## src/rtl/ysyx_25060170_ifetch_ctrl.sv

```systemverilog
// Instruction fetch controller: one outstanding imem request, single-entry output buffer, redirect flush.
// Latency: REQ(gnt) -> WAIT(rvalid) -> HOLD, so at best one instruction every 3 cycles; HOLD stalls until out_ready.
module ysyx_25060170_ifetch_ctrl #(
    parameter logic [31:0] RESET_PC = 32'h8000_0000
) (
    input  logic        clk,
    input  logic        rst,
    input  logic        redirect_en,
    input  logic [31:0] redirect_pc,
    output logic        imem_req,
    output logic [31:0] imem_addr,
    input  logic        imem_gnt,
    input  logic        imem_rvalid,
    input  logic [31:0] imem_rdata,
    output logic        out_valid,
    output logic [31:0] out_pc,
    output logic [31:0] out_inst,
    input  logic        out_ready
);

    typedef enum logic [1:0] {IDLE, REQ, WAIT, HOLD} state_t;

    state_t      state_q, state_d;
    logic [31:0] pc_q, pc_d;
    logic        discard_q, discard_d;
    logic [31:0] out_pc_q, out_pc_d;
    logic [31:0] out_inst_q, out_inst_d;
    logic [31:0] redir_tgt;
    logic [1:0]  redirect_pc_lsb_unused;

    assign redir_tgt              = {redirect_pc[31:2], 2'b00};
    assign redirect_pc_lsb_unused = redirect_pc[1:0];

    always_ff @(posedge clk) begin
        if (!rst) begin
            state_q    <= IDLE;
            pc_q       <= {RESET_PC[31:2], 2'b00};
            discard_q  <= 1'b0;
            out_pc_q   <= '0;
            out_inst_q <= '0;
        end else begin
            state_q    <= state_d;
            pc_q       <= pc_d;
            discard_q  <= discard_d;
            out_pc_q   <= out_pc_d;
            out_inst_q <= out_inst_d;
        end
    end

    always_comb begin
        state_d    = state_q;
        pc_d       = pc_q;
        discard_d  = discard_q;
        out_pc_d   = out_pc_q;
        out_inst_d = out_inst_q;
        case (state_q)
            IDLE: begin
                state_d = REQ;
                if (redirect_en) pc_d = redir_tgt;
            end
            REQ: begin
                if (redirect_en) pc_d = redir_tgt;
                if (imem_gnt) begin
                    state_d   = WAIT;
                    // The granted fetch targets the old pc; its data must be dropped.
                    discard_d = redirect_en;
                end
            end
            WAIT: begin
                if (redirect_en) begin
                    pc_d = redir_tgt;
                    if (imem_rvalid) begin
                        state_d   = REQ;
                        discard_d = 1'b0;
                    end else begin
                        discard_d = 1'b1;
                    end
                end else if (imem_rvalid) begin
                    if (discard_q) begin
                        state_d   = REQ;
                        discard_d = 1'b0;
                    end else begin
                        state_d    = HOLD;
                        out_pc_d   = pc_q;
                        out_inst_d = imem_rdata;
                    end
                end
            end
            HOLD: begin
                if (redirect_en) begin
                    state_d = REQ;
                    pc_d    = redir_tgt;
                end else if (out_ready) begin
                    state_d = REQ;
                    pc_d    = pc_q + 32'd4;
                end
            end
            default: state_d = IDLE;
        endcase
    end

    assign imem_req  = (state_q == REQ);
    assign imem_addr = (state_q == REQ) ? pc_q : '0;
    assign out_valid = (state_q == HOLD);
    assign out_pc    = out_pc_q;
    assign out_inst  = out_inst_q;

endmodule

```

## config.mk

```make
export PLATFORM = sky130hd
export DESIGN_NAME = ysyx_25060170_ifetch_ctrl
export DESIGN_NICKNAME = d
export VERILOG_FILES = /design/src/rtl/ysyx_25060170_ifetch_ctrl.sv
export SDC_FILE = /design/constraint.sdc
export NUM_CORES = 1
export LEC_CHECK = 0
export CAP_MARGIN = 5
export CORE_UTILIZATION = 48
export CTS_CLUSTER_DIAMETER = 40
export DETAILED_ROUTE_END_ITERATION = 8
export PLACE_DENSITY = 0.9
export RECOVER_POWER = 25
export SETUP_SLACK_MARGIN = 0.02
export SYNTH_ARGS = -nofsm -noshare
export SYNTH_HDL_FRONTEND = slang
export SYNTH_SLANG_ARGS = --single-unit
```

## constraint.sdc

```tcl
create_clock -name clk -period 3.3 [get_ports clk]
set_clock_uncertainty 0.1 [all_clocks]
set_input_delay 0.66 -clock clk [delete_from_list [all_inputs] [get_ports clk]]
set_output_delay 0.66 -clock clk [all_outputs]
set_load 0.01 [all_outputs]
```

==> load_flow_metrics.sql, run 1 <==
INSERT INTO impl_metrics (metric_group, metric, value, unit) VALUES
('status', 'run_status', 'complete, no violations', ''),
('synthesis', 'synthMostInstantiatedCell', 'nand2_1', ''),
('finish', 'layout.core_utilization', '0.701', ''),
('clock_network', 'cts_num_sinks', '95', ''),
('floorplan', 'die_span_x', '99.6', 'um'),
('floorplan', 'chipHeight', '99.6', 'um'),
('min_path', 'hold_start', 'out_inst[31]$_SDFFE_PN0P_', ''),
('clock_network', 'cts_tree', 'yes', ''),
('timing', 'rsz_0062_raised_after_global_routing', 'no', ''),
('worst_setup_path', 'regToRegSetupSlack', '1.02', 'ns'),
('placement', 'pre_cts_slack', '0.472', 'ns'),
('worst_setup_path', 'critPathTopFamily', 'buffers and inverters', ''),
('timing', 'max_freq', '372', 'MHz'),
('worst_setup_path', 'critPathLaunch', 'state_q[1]$_SDFFE_PN0P_', ''),
('timing', 'worst_slew_pin_slew', '0.615', 'ns'),
('timing', 'timing_hold_violations_final', '0', ''),
('route', 'postRouteWirelength', '13.7', 'mm'),
('synthesis', 'synth_adder_area_share', '0.0137', ''),
('synthesis', 'synth.avg_cell_area', '7.53', 'um2'),
('worst_setup_path', 'cp_num_buf_inv', '3', ''),
('timing', 'finalCriticalPeriod', '2.69', 'ns'),
('route', 'drt_first_pass_iters', '6', ''),
('floorplan', 'floorplan.core_area', '9240', 'um2'),
('power', 'p_leak', '2.41', 'nW'),
('synthesis', 'synth_seq_area_share', '0.416', ''),
('clock_network', 'ctsRootBufferMaster', 'clkbuf_8', ''),
('global_routing', 'grt_start_max_net_pins', '78', ''),
('global_routing', 'number_of_antenna_violations_at_the_first_check_in_global_routing', '0', ''),
('timing', 'maxSlewViolCount', '0', ''),
('synthesis', 'synth-compound-area-share', '0.199', ''),
('synthesis', 'yosysWarningCount', '0', ''),
('worst_setup_path', 'critical_path.slowest_cell', 'clkdlybuf4s50_1', ''),
('timing', 'timing.max_slew.rel_slack', '0.586', ''),
('min_path', 'worst_hold_end', 'out_inst[31]$_SDFFE_PN0P_', ''),
('finish', 'nNetsFinal', '817', ''),
('power', 'ir_worst_vdd', '237', 'uV'),
('global_routing', 'grt_util_all_layers', '0.277', ''),
('worst_setup_path', 'r2r_cells', '7', ''),
('worst_setup_path', 'worst_setup_path_start_kind', 'flip-flop', ''),
('min_path', 'worstHoldPathType', 'flip-flop to flip-flop', ''),
('clock_network', 'cts.reportedPaths.clkPinSlew', '0.09', 'ns'),
('worst_setup_path', 'timing.critical_path.required', '2.54', 'ns'),
('placement', 'post_dp_cell_area', '6270', 'um2'),
('synthesis', 'synth_top_family_by_area', 'simple AND/OR/NAND/NOR gates', ''),
('synthesis', 'synth_xor_xnor_area_share', '0', ''),
('synthesis', 'synth_enable_flop_cells', '0', ''),
('worst_setup_path', 'reg2reg_from', 'state_q[0]$_SDFFE_PN0P_', ''),
('synthesis', 'ys_types', '58', ''),
('run', 'max_cap_viol_count', '0', ''),
('synthesis', 'post-synth-top-area-fraction', '0.416', ''),
('placement', 'place_congestion', '0.900', ''),
('floorplan', 'row_count', '35', ''),
('placement', 'port-buffer-count', '161', ''),
('route', 'drt.antenna.violating_nets', '0', ''),
('worst_setup_path', 'path_class', 'flip-flop to output port', ''),
('worst_setup_path', 'timing.critical_path.arrival', '1.93', 'ns'),
('global_routing', 'grt_pass1_wl', '22.1', 'mm'),
('synthesis', 'synth.largest_area_cell', 'dfxtp_1', ''),
('route', 'dr_total_vias', '4847', ''),
('placement', 'detailed_place_hpwl', '9.64', 'mm'),
('synthesis', 'synth_mux_area_frac', '0.0134', ''),
('synthesis', 'dominantRegCellSynth', 'dfxtp_1', ''),
('worst_setup_path', 'maximum_fanout_count_along_the_critical_path', '19', ''),
('synthesis', 'cell_area_after_synthesis', '4570', 'um2'),
('finish', 'area_growth_from_synthesis_to_layout', '41.8', '%'),
('timing', 'timing.final.ws_setup', '0.614', 'ns'),
('synthesis', 'synth.area.top_cells', 'dfxtp_1, nand2_1, a21oi_1, and2_1, clkbuf_1', ''),
('clock_network', 'postCtsSetupBuffers', '0', ''),
('floorplan', 'floorplan.initialDensity', '0.495', ''),
('synthesis', 'postSynth.asyncResetShare', '0', ''),
('global_routing', 'globalRouteOverflowTotal', '0', '');
## worst max-delay path by stage
| stage | end | depth (start not counted) |
|---|---|---|
| floorplan | pc_q[24]$_SDFFE_PN0P_ | 6 |
| global placement | pc_q[7]$_SDFFE_PN0P_ | 7 |
| detailed placement | pc_q[7]$_SDFFE_PN0P_ | 7 |
| CTS | imem_addr[10] | 5 |
| global route | imem_addr[10] | 5 |
| finish | imem_addr[10] | 5 |
## cells by family (layout without fill, tap and decap cells)
| family | after synthesis | count (layout) |
|---|---|---|
| simple gates | 293 | 293 |
| mux | 6 | 6 |
| buf+inv | 57 | 194 |
| flops | 95 | 95 |
| other cells | 1 | 5 |
| fa+ha+maj | 5 | 5 |
| compound gates | 150 | 150 |
## metal layers
metal	track usage	wire length, um
met2	0.478	6760
met5	0	0
met4	0.124	359
met3	0.0436	882
met1	0.340	5700
## power by group
part           total, mW  internal [mW]  switching (mW)
logic              0.367          0.196           0.170
clock network      0.805          0.360           0.445
registers           1.24           1.18          0.0544
total               2.41           1.74           0.669
## cell usage in the layout, fill, tap and decap left out, types with 3 or more instances in the layout
cell type and instances:
ha_1 5, nor4_1 5, a21oi_1 81, a31oi_1 4
nand2_1 162, o2bb2ai_1 6, and3_1 6, mux2i_1 5
clkbuf_8 9, nor3_1 6, nor2_1 22, nand3_1 21
buf_12 3, inv_6 4, dfxtp_1 95, and2_1 33
conb_1 4, a211oi_1 5, a311oi_1 4, or3_1 5
nand4_1 11, o21ai_0 19, o211ai_1 3, inv_1 4
a22oi_1 3, dlygate4sd3_1 46, clkdlybuf4s50_1 115, nand2b_1 5
o22ai_1 4, buf_4 9
## layout make-up
cell class / count / area (um2)
antenna: 1 / 2.50
fill: 720 / 2760
clock buffer: 9 / 124
sequential: 95 / 1900
clock inverter: 7 / 77.6
timing repair buffer: 173 / 1740
tap: 129 / 161
inverter: 5 / 18.8
multi-input combinational: 458 / 2450
## worst reg2reg max path: cells and delay by family, from the launching register on
kind	cells	cell delay, ns
and+or+nand+nor	2	0.22
buffers and inverters	1	0.34
AOI/OAI and AO/OA	3	0.88
adders and majority gates	1	0.27
DFF	1	0.36
## through the flow
step | std cells | power (mW)
final | 877 | 2.41
after CTS | 876 | 2.41
after floorplan | 610 | 1.43
after detailed placement | 860 | 1.63
after global placement | 860 | 1.61
after global routing | 876 | 2.49
## registers in the layout (all words and copies together), names as in the netlist
register,flops
out_inst,32
out_pc,30
pc_q,30
state_q,2
discard_q,1
No activity file was read; power rests on OpenSTA's default activity.
==> inputs of run 2 (changes only) <==
--- a/config.mk
+++ b/config.mk
@@ -6,10 +6,10 @@
 export NUM_CORES = 1
 export LEC_CHECK = 0
 export CAP_MARGIN = 5
-export CORE_UTILIZATION = 48
+export CORE_UTILIZATION = 40
 export CTS_CLUSTER_DIAMETER = 40
 export DETAILED_ROUTE_END_ITERATION = 8
-export PLACE_DENSITY = 0.9
+export PLACE_DENSITY = 0.8
 export RECOVER_POWER = 25
 export SETUP_SLACK_MARGIN = 0.02
 export SYNTH_ARGS = -nofsm -noshare
==> constraint.sdc (replaced) <==
create_clock -name clk -period 2.3 [get_ports clk]
set_clock_uncertainty 0.1 [all_clocks]
set_input_delay 0.46 -clock clk [delete_from_list [all_inputs] [get_ports clk]]
set_output_delay 0.46 -clock clk [all_outputs]
set_load 0.01 [all_outputs]
==> load_flow_metrics.sql, run 2 (synthesis gave the netlist of run 1 again) <==
INSERT INTO impl_metrics (metric_group, metric, value, unit) VALUES
('floorplan', 'chipHeight', '109', 'um'),
('run', 'max_cap_viol_count', '0', ''),
('clock_network', 'cts_num_sinks', '95', ''),
('placement', 'place.detailed.instances', '888', ''),
('route', 'drcViolationCount', '0', ''),
('worst_setup_path', 'path_class', 'flip-flop to output port', ''),
('worst_setup_path', 'timing.critical_path.required', '1.74', 'ns'),
('finish', 'layout.core_utilization', '0.611', ''),
('clock_network', 'cts_tree', 'yes', ''),
('placement', 'post_dp_cell_area', '6440', 'um2'),
('clock_network', 'ctsRootBufferMaster', 'clkbuf_16', ''),
('route', 'dr_total_vias', '4916', ''),
('finish', 'nNetsFinal', '835', ''),
('finish', 'final_layout_size_suffix_gt1_frac', '0.0850', ''),
('global_routing', 'first_global_vias', '4546', ''),
('timing', 'fin_tns_setup', '0', 'ns'),
('floorplan', 'die_span_x', '109', 'um'),
('timing', 'finalHoldWorstSlack', '0.354', 'ns'),
('finish', 'post-route-cell-area', '6710', 'um2'),
('finish', 'final_common_cell', 'nand2_1', ''),
('timing', 'rsz_0062_raised_after_global_routing', 'no', ''),
('worst_setup_path', 'critical_path.cell_chain', 'inv_1 -> ha_2 -> buf_6 -> clkdlybuf4s50_1', ''),
('clock_network', 'worstSkewPairLatency', '0.35', 'ns'),
('global_routing', 'grt_util_all_layers', '0.238', ''),
('worst_setup_path', 'critical_path.slowest_cell', 'clkdlybuf4s50_1', ''),
('floorplan', 'row_count', '38', ''),
('placement', 'pre_cts_slack', '0.00270', 'ns'),
('placement', 'detailed_place_hpwl', '10.1', 'mm'),
('clock_network', 'max_root_sink_buffers', '2', ''),
('route', 'postRouteWirelength', '14.0', 'mm'),
('power', 'total_power_per_unit_cell_area', '564', 'nW/um2'),
('finish', 'layout_common_cells', 'nand2_1, dfxtp_1, clkdlybuf4s50_1', ''),
('global_routing', 'globalRouteOverflowTotal', '0', ''),
('timing', 'timing.max_slew.rel_slack', '0.624', ''),
('finish', 'finalNonFillerCells', '905', ''),
('worst_setup_path', 'crit_path_max_incr_delay', '0.54', 'ns'),
('finish', 'insertedDiodeCount', '0', ''),
('worst_setup_path', 'worst_setup_path_start_kind', 'flip-flop', ''),
('clock_network', 'cts.reportedPaths.clkPinSlew', '0.07', 'ns'),
('route', 'viasPerCell', '5.43', ''),
('route', 'drt.antenna.violating_nets', '0', ''),
('route', 'detail_route.wl_per_cell', '15.5', 'um'),
('timing', 'max_freq', '453', 'MHz'),
('floorplan', 'boundaryPins', '168', ''),
('worst_setup_path', 'regToRegSetupSlack', '0.11', 'ns'),
('finish', 'largest_register_ff_count', '32', ''),
('status', 'run_status', 'complete, no violations', ''),
('clock_network', 'htree_levels', '3', ''),
('timing', 'maxSlewViolCount', '0', ''),
('placement', 'port-buffer-count', '161', ''),
('power', 'finalPower', '3.79', 'mW'),
('worst_setup_path', 'timing.critical_path.to_type', 'output port', ''),
('worst_setup_path', 'timing.critical_path.arrival', '1.65', 'ns'),
('route', 'first_iter_violations', '400', ''),
('clock_network', 'cts_made_buffers', '9', ''),
('route', 'drt_first_pass_iters', '5', ''),
('min_path', 'worstHoldPathType', 'flip-flop to flip-flop', ''),
('floorplan', 'floorplan.core_area', '11000', 'um2'),
('timing', 'worst_slew_pin_slew', '0.558', 'ns'),
('power', 'p_leak', '2.68', 'nW'),
('timing', 'final_worst_path_period_share', '0.960', ''),
('worst_setup_path', 'maximum_fanout_count_along_the_critical_path', '10', ''),
('global_routing', 'number_of_antenna_violations_at_the_first_check_in_global_routing', '0', ''),
('timing', 'finalCriticalPeriod', '2.21', 'ns'),
('finish', 'area_growth_from_synthesis_to_layout', '46.9', '%'),
('global_routing', 'grt_pass1_wl', '22.3', 'mm'),
('timing', 'timing_hold_violations_final', '0', ''),
('placement', 'place_congestion', '0.904', ''),
('timing', 'timing.final.ws_setup', '0.0909', 'ns'),
('floorplan', 'fp.dieArea', '11900', 'um2'),
('global_routing', 'grt_start_max_net_pins', '44', ''),
('power', 'ir_worst_vdd', '483', 'uV'),
('timing', 'setup_viol_count_final', '0', ''),
('floorplan', 'floorplan.initialDensity', '0.416', '');
## run 2: cell count changes in the layout (fill, tap and decap cells not counted), moves of 2 or more
cell	change
dfxtp_1	-2
clkbuf_8	-9
dfxtp_2	+2
dlygate4sd2_1	+30
buf_12	+2
clkbuf_16	+9
inv_6	-2
buf_4	+15
clkdlybuf4s50_1	-30
## run 2: critical path: cells and delay by family (launching register included)
family | cells | cell delay [ns]
buffers and inverters | 3 | 0.75
flip-flops | 1 | 0.35
adder cells (fa/ha/maj) | 1 | 0.21
## run 2: final timing paths
check / start / cells after the start / end
setup / recovery: state_q[1]$_SDFFE_PN0P_ / 4 / imem_req
hold / removal: out_inst[8]$_SDFFE_PN0P_ / 2 / out_inst[8]$_SDFFE_PN0P_
hold reg to reg: out_inst[8]$_SDFFE_PN0P_ / 2 / out_inst[8]$_SDFFE_PN0P_
setup reg to reg: pc_q[2]$_SDFFE_PN0P_ / 6 / pc_q[22]$_SDFFE_PN0P_
## run 2: final cells by class
cell class / instances / area [um2]
fill: 965 / 4270
multi-input combinational: 458 / 2450
clock buffer: 9 / 225
timing repair buffer: 191 / 1870
sequential: 95 / 1900
tap: 140 / 175
clock inverter: 7 / 66.3
inverter: 5 / 18.8
## run 2: metal layers
layer / GRT usage / vias to the layer above / share of wire
met4: 0.0830 / 0 / 0.017
met5: 0 / - / 0
met2: 0.406 / 234 / 0.48
met3: 0.0466 / 21 / 0.073
met1: 0.297 / 2270 / 0.43
li1: - / 2391 / -
## run 2: where the power goes
part | total [mW] | switching [mW] | internal, mW
sequential | 1.76 | 0.0666 | 1.70
combinational | 0.555 | 0.265 | 0.290
clock | 1.47 | 0.711 | 0.759
## run 2: timing repair
action / CTS / global route
pin swaps: 0 / 1
endpoints found under the setup margin: 31 / 2
buffers inserted: 0 / 1
hold buffers: 0 / 0
gates resized for setup: 34 / 0
